===== src/rtl/snow64_memory_bus_guard.sv =====
// snow64_memory_bus_guard
// Arbitrates between one read client and one write client in front of a
// single memory bus.  Only one transaction is in flight at a time; every
// output comes straight from a flop.
module snow64_memory_bus_guard #(
    parameter int ADDR_WIDTH = 64,
    parameter int DATA_WIDTH = 256
) (
    input  logic                  clk,
    input  logic                  rst,

    input  logic                  rd_req,
    input  logic [ADDR_WIDTH-1:0] rd_addr,
    output logic                  rd_cmd_accepted,
    output logic                  rd_valid,
    output logic [DATA_WIDTH-1:0] rd_data,

    input  logic                  wr_req,
    input  logic [ADDR_WIDTH-1:0] wr_addr,
    input  logic [DATA_WIDTH-1:0] wr_data,
    output logic                  wr_cmd_accepted,
    output logic                  wr_valid,

    output logic                  mem_req,
    output logic                  mem_we,
    output logic [ADDR_WIDTH-1:0] mem_addr,
    output logic [DATA_WIDTH-1:0] mem_wdata,
    input  logic                  mem_ready,
    input  logic                  mem_valid,
    input  logic [DATA_WIDTH-1:0] mem_rdata
);

    localparam logic [1:0] ST_IDLE      = 2'd0;
    localparam logic [1:0] ST_ISSUE     = 2'd1;
    localparam logic [1:0] ST_WAIT_RESP = 2'd2;
    localparam logic [1:0] ST_RESPOND   = 2'd3;

    logic [1:0] state;
    logic       last_wr;   // 1 = write client was served most recently
    logic       pick_wr;   // client chosen if a capture happens this cycle

    // Arbitration: a lone requester wins; on a tie the client not served last wins.
    always_comb begin
        pick_wr = wr_req;
        if (rd_req && wr_req)
            pick_wr = !last_wr;
    end

    // Transaction sequencer.  mem_we stays valid for the whole transaction
    // and doubles as the "current transaction is a write" flag.
    always_ff @(posedge clk or posedge rst) begin
        if (rst) begin
            state           <= ST_IDLE;
            last_wr         <= 1'b1;
            rd_cmd_accepted <= 1'b0;
            wr_cmd_accepted <= 1'b0;
            rd_valid        <= 1'b0;
            wr_valid        <= 1'b0;
            rd_data         <= '0;
            mem_req         <= 1'b0;
            mem_we          <= 1'b0;
            mem_addr        <= '0;
            mem_wdata       <= '0;
        end else begin
            // Handshake pulses last a single cycle unless re-asserted below.
            rd_cmd_accepted <= 1'b0;
            wr_cmd_accepted <= 1'b0;
            rd_valid        <= 1'b0;
            wr_valid        <= 1'b0;
            case (state)
                ST_IDLE: begin
                    if (rd_req || wr_req) begin
                        state           <= ST_ISSUE;
                        last_wr         <= pick_wr;
                        mem_req         <= 1'b1;
                        mem_we          <= pick_wr;
                        mem_addr        <= pick_wr ? wr_addr : rd_addr;
                        if (pick_wr)
                            mem_wdata   <= wr_data;
                        rd_cmd_accepted <= !pick_wr;
                        wr_cmd_accepted <= pick_wr;
                    end
                end
                ST_ISSUE: begin
                    // Command is held stable until memory takes it; any
                    // mem_valid seen here is stale and ignored.
                    if (mem_ready) begin
                        mem_req <= 1'b0;
                        state   <= ST_WAIT_RESP;
                    end
                end
                ST_WAIT_RESP: begin
                    if (mem_valid) begin
                        if (!mem_we)
                            rd_data <= mem_rdata;
                        rd_valid <= !mem_we;
                        wr_valid <= mem_we;
                        state    <= ST_RESPOND;
                    end
                end
                ST_RESPOND: begin
                    // Completion pulse is visible this cycle; requests are
                    // not looked at again until IDLE.
                    state <= ST_IDLE;
                end
                default: state <= ST_IDLE;
            endcase
        end
    end

endmodule


===== config.mk =====
export PLATFORM = sky130hd
export DESIGN_NAME = snow64_memory_bus_guard
export DESIGN_NICKNAME = d
export VERILOG_FILES = /design/src/rtl/snow64_memory_bus_guard.sv
export SDC_FILE = /design/constraint.sdc
export NUM_CORES = 1
export LEC_CHECK = 0
export ABC_AREA = 1
export BUFFER_PORTS_ARGS = -buffer_cell sky130_fd_sc_hd__clkbuf_2
export CORE_AREA = 2 2 481 483
export CTS_CLUSTER_DIAMETER = 80
export DETAILED_ROUTE_END_ITERATION = 10
export DIE_AREA = 0 0 483 485
export PLACE_DENSITY_LB_ADDON = 0.08
export SLEW_MARGIN = 0
export SYNTH_ARGS = -nofsm -noshare
export SYNTH_HDL_FRONTEND = slang
export SYNTH_SLANG_ARGS = --single-unit

===== constraint.sdc =====
create_clock -name clk -period 19.3 [get_ports clk]
set_input_delay 1.93 -clock clk [delete_from_list [all_inputs] [get_ports clk]]
set_output_delay 1.93 -clock clk [all_outputs]
set_load 0.01 [all_outputs]

==> run metrics, run 1 <==
outcome completed; CP endpoint kind register; first-pass GRT wire length 210000 um; Area Growth Syn to Fin 55.8%; routed via count 22000; pre-CTS WS 12220 ps; combined buffer and inverter count along the critical path 6; Remaining DRCs 0; chip height 485 um; cell with the largest stage delay on the worst path buf_4; Tmin final around 6000 ps; largest cells by area after synthesis dfrtp_1 (65%), nand2_1 (27%), nand3_1 (2.9%); CP cell instances clkbuf_2 -> buf_4 -> nand2_2 -> nor2_4 -> buf_4 -> buf_4 -> buf_4 -> buf_4 -> nand2_1 -> nand2_1; Post-Layout Cell Count slightly below 7000; Post-Syn Area per Cell approximately 8.8 um2; Final GP Congestion 0.769; hold_sp mem_wdata[71]; Post-CTS Setup Inserts 0; CTS H-tree lvls 3; Final Total Pwr 0.00609 W; Hold Vio Cnt, Final 0; vias per cell 3.20; clock transition at the registers of the reported paths about 60 ps; PD cells about 170 nW/um2; share of cells above drive strength 1 a little under two fifths; final WL ~150000 um; Synth area leader dfrtp_1; placed cell count about 6700; hold path depth 2; Synth Cell Area 22600 um2; Layout fillers 26400; Max-Cap Viols 0; clk sinks 585; Final #Nets 4422; Most Frequent Cell on Critical Path buf_4; CORE AREA approximately 230000 um2; endpoints failing setup 0; clock tree from TritonCTS done; leakage power about 19 nW; final worst slack 13200 ps; Synth top area share 64.6%; Least-Margin Pin Slew roughly 1000 ps; largest net degree at the start of global routing 136; FP Rows between 150 and 200; reg2reg end mem_wdata[130]; Final Core Density between 15 and 20%; Final period util 31.6%; RSZ-0062 raised after global routing false; GRT Total Usage around 13%; Synth warnings 0; # port buffers 1227; share of synthesized registers carrying an async set or reset 100%; Synth top cells by count nand2_1 (1617), dfrtp_1 (584), nand3_1 (130); synthesized instance count 2577; Max FO, Critical Path between 70 and 80; ys flop type dfrtp_1; Post-CTS Hold Fix Bufs 0; First-pass DRT Iterations 5; fmax 164 MHz; post_cts resized 0; Remaining Overflow, GRT 0; WS Path Type in2reg; Setup Skew 24.2 ps; number of global-route vias before repair 23800; number of synthesized flops with an enable pin 0; Largest delay share family, worst path buffers and inverters; Clock Tree Buf Depth 3; antenna violations before repair 88; crit-path max cell delay 830 ps; post-synthesis cell type count 18; Slew HR 31.7%; total die area ~230000 um2; wire length per cell 22.3 um; TNS Setup 0 ps; Hold WC Path Type reg2reg; R2R depth 10; die width 483 um; worst-skew pair later-pin latency 700 ps; count leader, synth nand2_1; Initial Util 9.87%; Slew Limit Fails 0; worst path required time 19940 ps; Worst Hold Path EP mem_wdata[71]; Root Buffer clkbuf_16; I/O pin count 1228; R2R setup slack between 10000 and 15000 ps; Post-Syn Nets 3227; crit start category input pin; antenna-violating nets left 0; maximum vdd drop 0.0000660 V; Seq cells post-synth 585; initial DRC count 1024; Crit path arrival time roughly 6700 ps; r2r startpoint state[0]; CTS buffer count 93; HPWL Detailed between 100000 and 150000 um; Seq/Total Area, Yosys 64.8%
## sequential cells by signal, indices dropped and copies added (netlist names)
| register | flops |
|---|---|
| state | 2 |
| mem_addr | 64 |
| mem_req | 1 |
| mem_we | 1 |
| rd_valid | 1 |
| rd_data | 256 |
| last_wr | 1 |
| mem_wdata | 256 |
| rd_cmd_accepted | 1 |
| wr_valid | 1 |
| wr_cmd_accepted | 1 |
## metrics by stage
stage	area [um2]	hold WS [ps]
2_1_floorplan	22600	447
6_report	35200	468
4_1_cts	35200	472
3_5_place_dp	32100	458
5_1_grt	35200	484
3_3_place_gp	32100	455
## kinds of logic after synthesis
family                     Yosys count  synth area share (%)
adders and majority gates            4                 0.221
and+or+nand+nor                   1818                  31.7
AOI/OAI and AO/OA                    3                0.0664
buffers and inverters              167                  3.30
DFF                                585                  64.8
## report_power, final
group | switching [W] | internal (W)
combinational | 0.00152 | 0.000734
sequential | 0.000323 | 0.00180
clock | 0.000702 | 0.00102
## tightest hold or removal path: stages (launching register included)
cell,delay [ps]
dfrtp_1,340
nand2_1,50
nand2_1,50
## worst max-delay path by stage
stage / start / end / slack (ps) / cells past startpoint
floorplan: rst / mem_addr[0] / 1000 / 1
global placement: wr_req / mem_wdata[176] / 12210 / 10
detailed placement: wr_req / mem_wdata[130] / 12220 / 10
CTS: wr_req / mem_wdata[130] / 13020 / 10
global route: wr_req / mem_wdata[130] / 12710 / 10
finish: wr_req / mem_wdata[130] / 13200 / 10
## cell usage in the layout, fill, tap and decap left out, types with 3 or more instances in the layout
master,n
nand2_1,1615
clkbuf_2,1227
dfrtp_1,584
nand3_1,129
clkbuf_16,94
nand4_1,66
buf_4,26
clkbuf_8,24
clkbuf_1,20
diode_2,15
inv_1,10
clkinv_2,7
clkinvlp_4,5
inv_6,4
clkinv_4,4
inv_8,3
ha_1,3
## cell type report
type	instances	area, um2	area share [%]
antenna	15	37.5	0.107
clock buffer	138	2760	7.83
clock inverter	26	299	0.849
inverter	13	71.3	0.203
multi-input combinational	1825	7270	20.6
sequential	585	14600	41.6
tap	3026	3790	10.8
timing repair buffer	1254	6360	18.0
## routing by layer
| layer | vias up | share of wire [%] | track usage (%) |
|---|---|---|---|
| met5 | - | 0.22 | 0 |
| met4 | 50 | 2.8 | 4.56 |
| met3 | 231 | 10 | 5.92 |
| met2 | 957 | 47 | 20.7 |
| met1 | 10400 | 40 | 14.8 |
| li1 | 10400 | - | - |
Note: power is estimated with default switching activity, not from simulation.
==> run 2, diff against run 1 <==
Clock period 19.3 ns to 5.1 ns, I/O delays scaled along.
==> run 2 against run 1 <==
Wire length fell by 0.26%. Setup slack got worse by 11000 ps. Cell count rose by 8.1%. Critical path depth fell by 3. Global-route usage fell by 0.056 points. Via count rose by 10%. Final area rose by 16%.
==> run metrics, run 2 (synthesis results as in run 1) <==
crit start category register; largest registers mem_wdata: 256 flops, rd_data: 256 flops, mem_addr: 64 flops; share of cells above drive strength 1 32.1% (-4.6 points); final instance area 40800 um2 (+16%); endpoints failing setup 0 (unchanged); Clock Tree Buf Depth 3 (unchanged); final worst slack 2110 ps (-11090 ps); Area Growth Syn to Fin 80.7%; Crit path arrival time 3630 ps (-3110 ps); outcome completed; Max-Cap Viols 0 (unchanged); Final Core Density 17.8% (+2.5 points); number of global-route vias before repair 26300 (+10%); die width 483 um (unchanged); Slew Limit Fails 0 (unchanged); hold path depth 3 (+1); pre-CTS WS 2000 ps (-10220 ps); Setup Skew 31.2 ps (+6.95 ps); r2r startpoint state[0]; reg2reg end rd_data[141]; Initial Util 9.87% (unchanged); I/O pin count 1228 (unchanged); clock tree from TritonCTS done; worst-skew pair later-pin latency 700 ps (about the same); placed instance area 32400 um2 (+0.77%); antenna-violating nets left 0 (unchanged); hold_sp wr_data[108]; Final #Nets 4986 (+13%); RSZ-0062 raised after global routing false; Hold WC Path Type in2reg; maximum vdd drop 0.000292 V (+340%); WS Path Type reg2reg; GRT Total Usage 12.8% (-0.056 points); First-pass DRT Iterations 5 (unchanged); placed cell count 6720 (+0.25%); Remaining DRCs 0 (unchanged); most frequent cells in the layout nand2_1 (1615), clkbuf_2 (1227), dfrtp_1 (584), dlygate4sd3_1 (551), nand3_1 (129); R2R setup slack 2110 ps (-12770 ps); Final GP Congestion 0.797 (+3.6%); wire length per cell 20.6 um (-7.7%); FP Rows 176 (unchanged); Slew HR 31.8% (+0.17 points); PD cells 584 nW/um2 (+240%); total die area 234000 um2 (unchanged); Post-Layout Cell Count 7439 (+8.1%); Tmin final 2990 ps; clk sinks 585 (unchanged); Max FO, Critical Path 86 (+12%); CORE AREA 229000 um2 (unchanged); Hold Vio Cnt, Final 0 (unchanged); largest net degree at the start of global routing 154 (+13%); post_cts resized 0 (unchanged); Root Buffer clkbuf_16; chip height 485 um (unchanged); HPWL Detailed 117000 um (-0.52%); # port buffers 1227 (unchanged); Least-Margin Pin Slew 1020 ps (-2.48 ps); routed via count 24200 (+10%); first-pass GRT wire length 214000 um (+2.1%); worst path required time 5740 ps (-14200 ps); final WL 153000 um (-0.26%); CTS H-tree lvls 3 (unchanged); R2R depth 7 (-3); CTS buffer count 89 (-4.3%); Final period util 58.7%; initial DRC count 1073 (+4.8%); Remaining Overflow, GRT 0 (unchanged); Layout fillers 26200 (-0.60%); CP endpoint kind register; antenna violations before repair 50 (-43%); leakage power 21.6 nW (+13%); commonest non-fill, non-tap cell in the layout nand2_1; clock transition at the registers of the reported paths 50 ps (about the same); fmax 334 MHz; Worst Hold Path EP mem_wdata[108]; vias per cell 3.26 (+1.7%)
==> run 2: worst max path at each step <==
| stage | startpoint | end | slack (ps) | depth (start not counted) |
|---|---|---|---|---|
| finish | state[0] | rd_data[141] | 2110 | 7 |
| global placement | state[0] | rd_data[76] | 1990 | 7 |
| CTS | state[0] | rd_data[195] | 1970 | 7 |
| global route | state[0] | rd_data[201] | 1830 | 7 |
| floorplan | rst | mem_addr[0] | -3380 | 1 |
| detailed placement | state[0] | rd_data[195] | 2000 | 7 |
==> run 2: metal layers <==
layer | up-vias | global-route usage (%) | share of wire [%]
met5 | - | 0 | 0.13
met4 | 34 | 2.63 | 1.9
met3 | 178 | 5.56 | 9.1
met2 | 891 | 21.4 | 48
met1 | 11600 | 15.0 | 41
li1 | 11500 | - | -
==> run 2: cell type report <==
cell class	count	area, um2	share of cell area (%)
Timing Repair Buffer	1822	12100	29.7
Inverter	13	67.6	0.165
Clock inverter	25	338	0.827
Sequential cell	585	14600	35.8
Clock buffer	136	2610	6.38
Antenna cell	7	17.5	0.0429
Tap cell	3026	3790	9.27
Multi-Input combinational cell	1825	7270	17.8
==> run 2: critical path, cell delays in order, from the launching register on <==
cell,delay [ps]
dfrtp_1,390
inv_1,110
ha_1,240
nand3_4,530
inv_8,660
buf_4,470
nand2_1,110
nand2_1,80
==> run 2: per-stage QoR <==
stage	hold WS (ps)	TNS, ps	power (W)
floorplan	447	-1976580	0.0120
global placement	453	0	0.0174
detailed placement	457	0	0.0173
CTS	0.434	0	0.0247
global route	7.76	0	0.0257
finish	72.2	0	0.0238
==> run 2: what timing repair did <==
item	in CTS	in global routing
endpoints found under the hold margin	520	0
hold buffers	551	0
setup buffers	0	0
==> run 2: power by group <==
part	total, W	leakage [nW]	switching (W)	internal (W)
Clock	0.00639	1.45	0.00257	0.00382
Combinational	0.00936	12.8	0.00600	0.00336
Sequential	0.00809	7.32	0.00129	0.00680
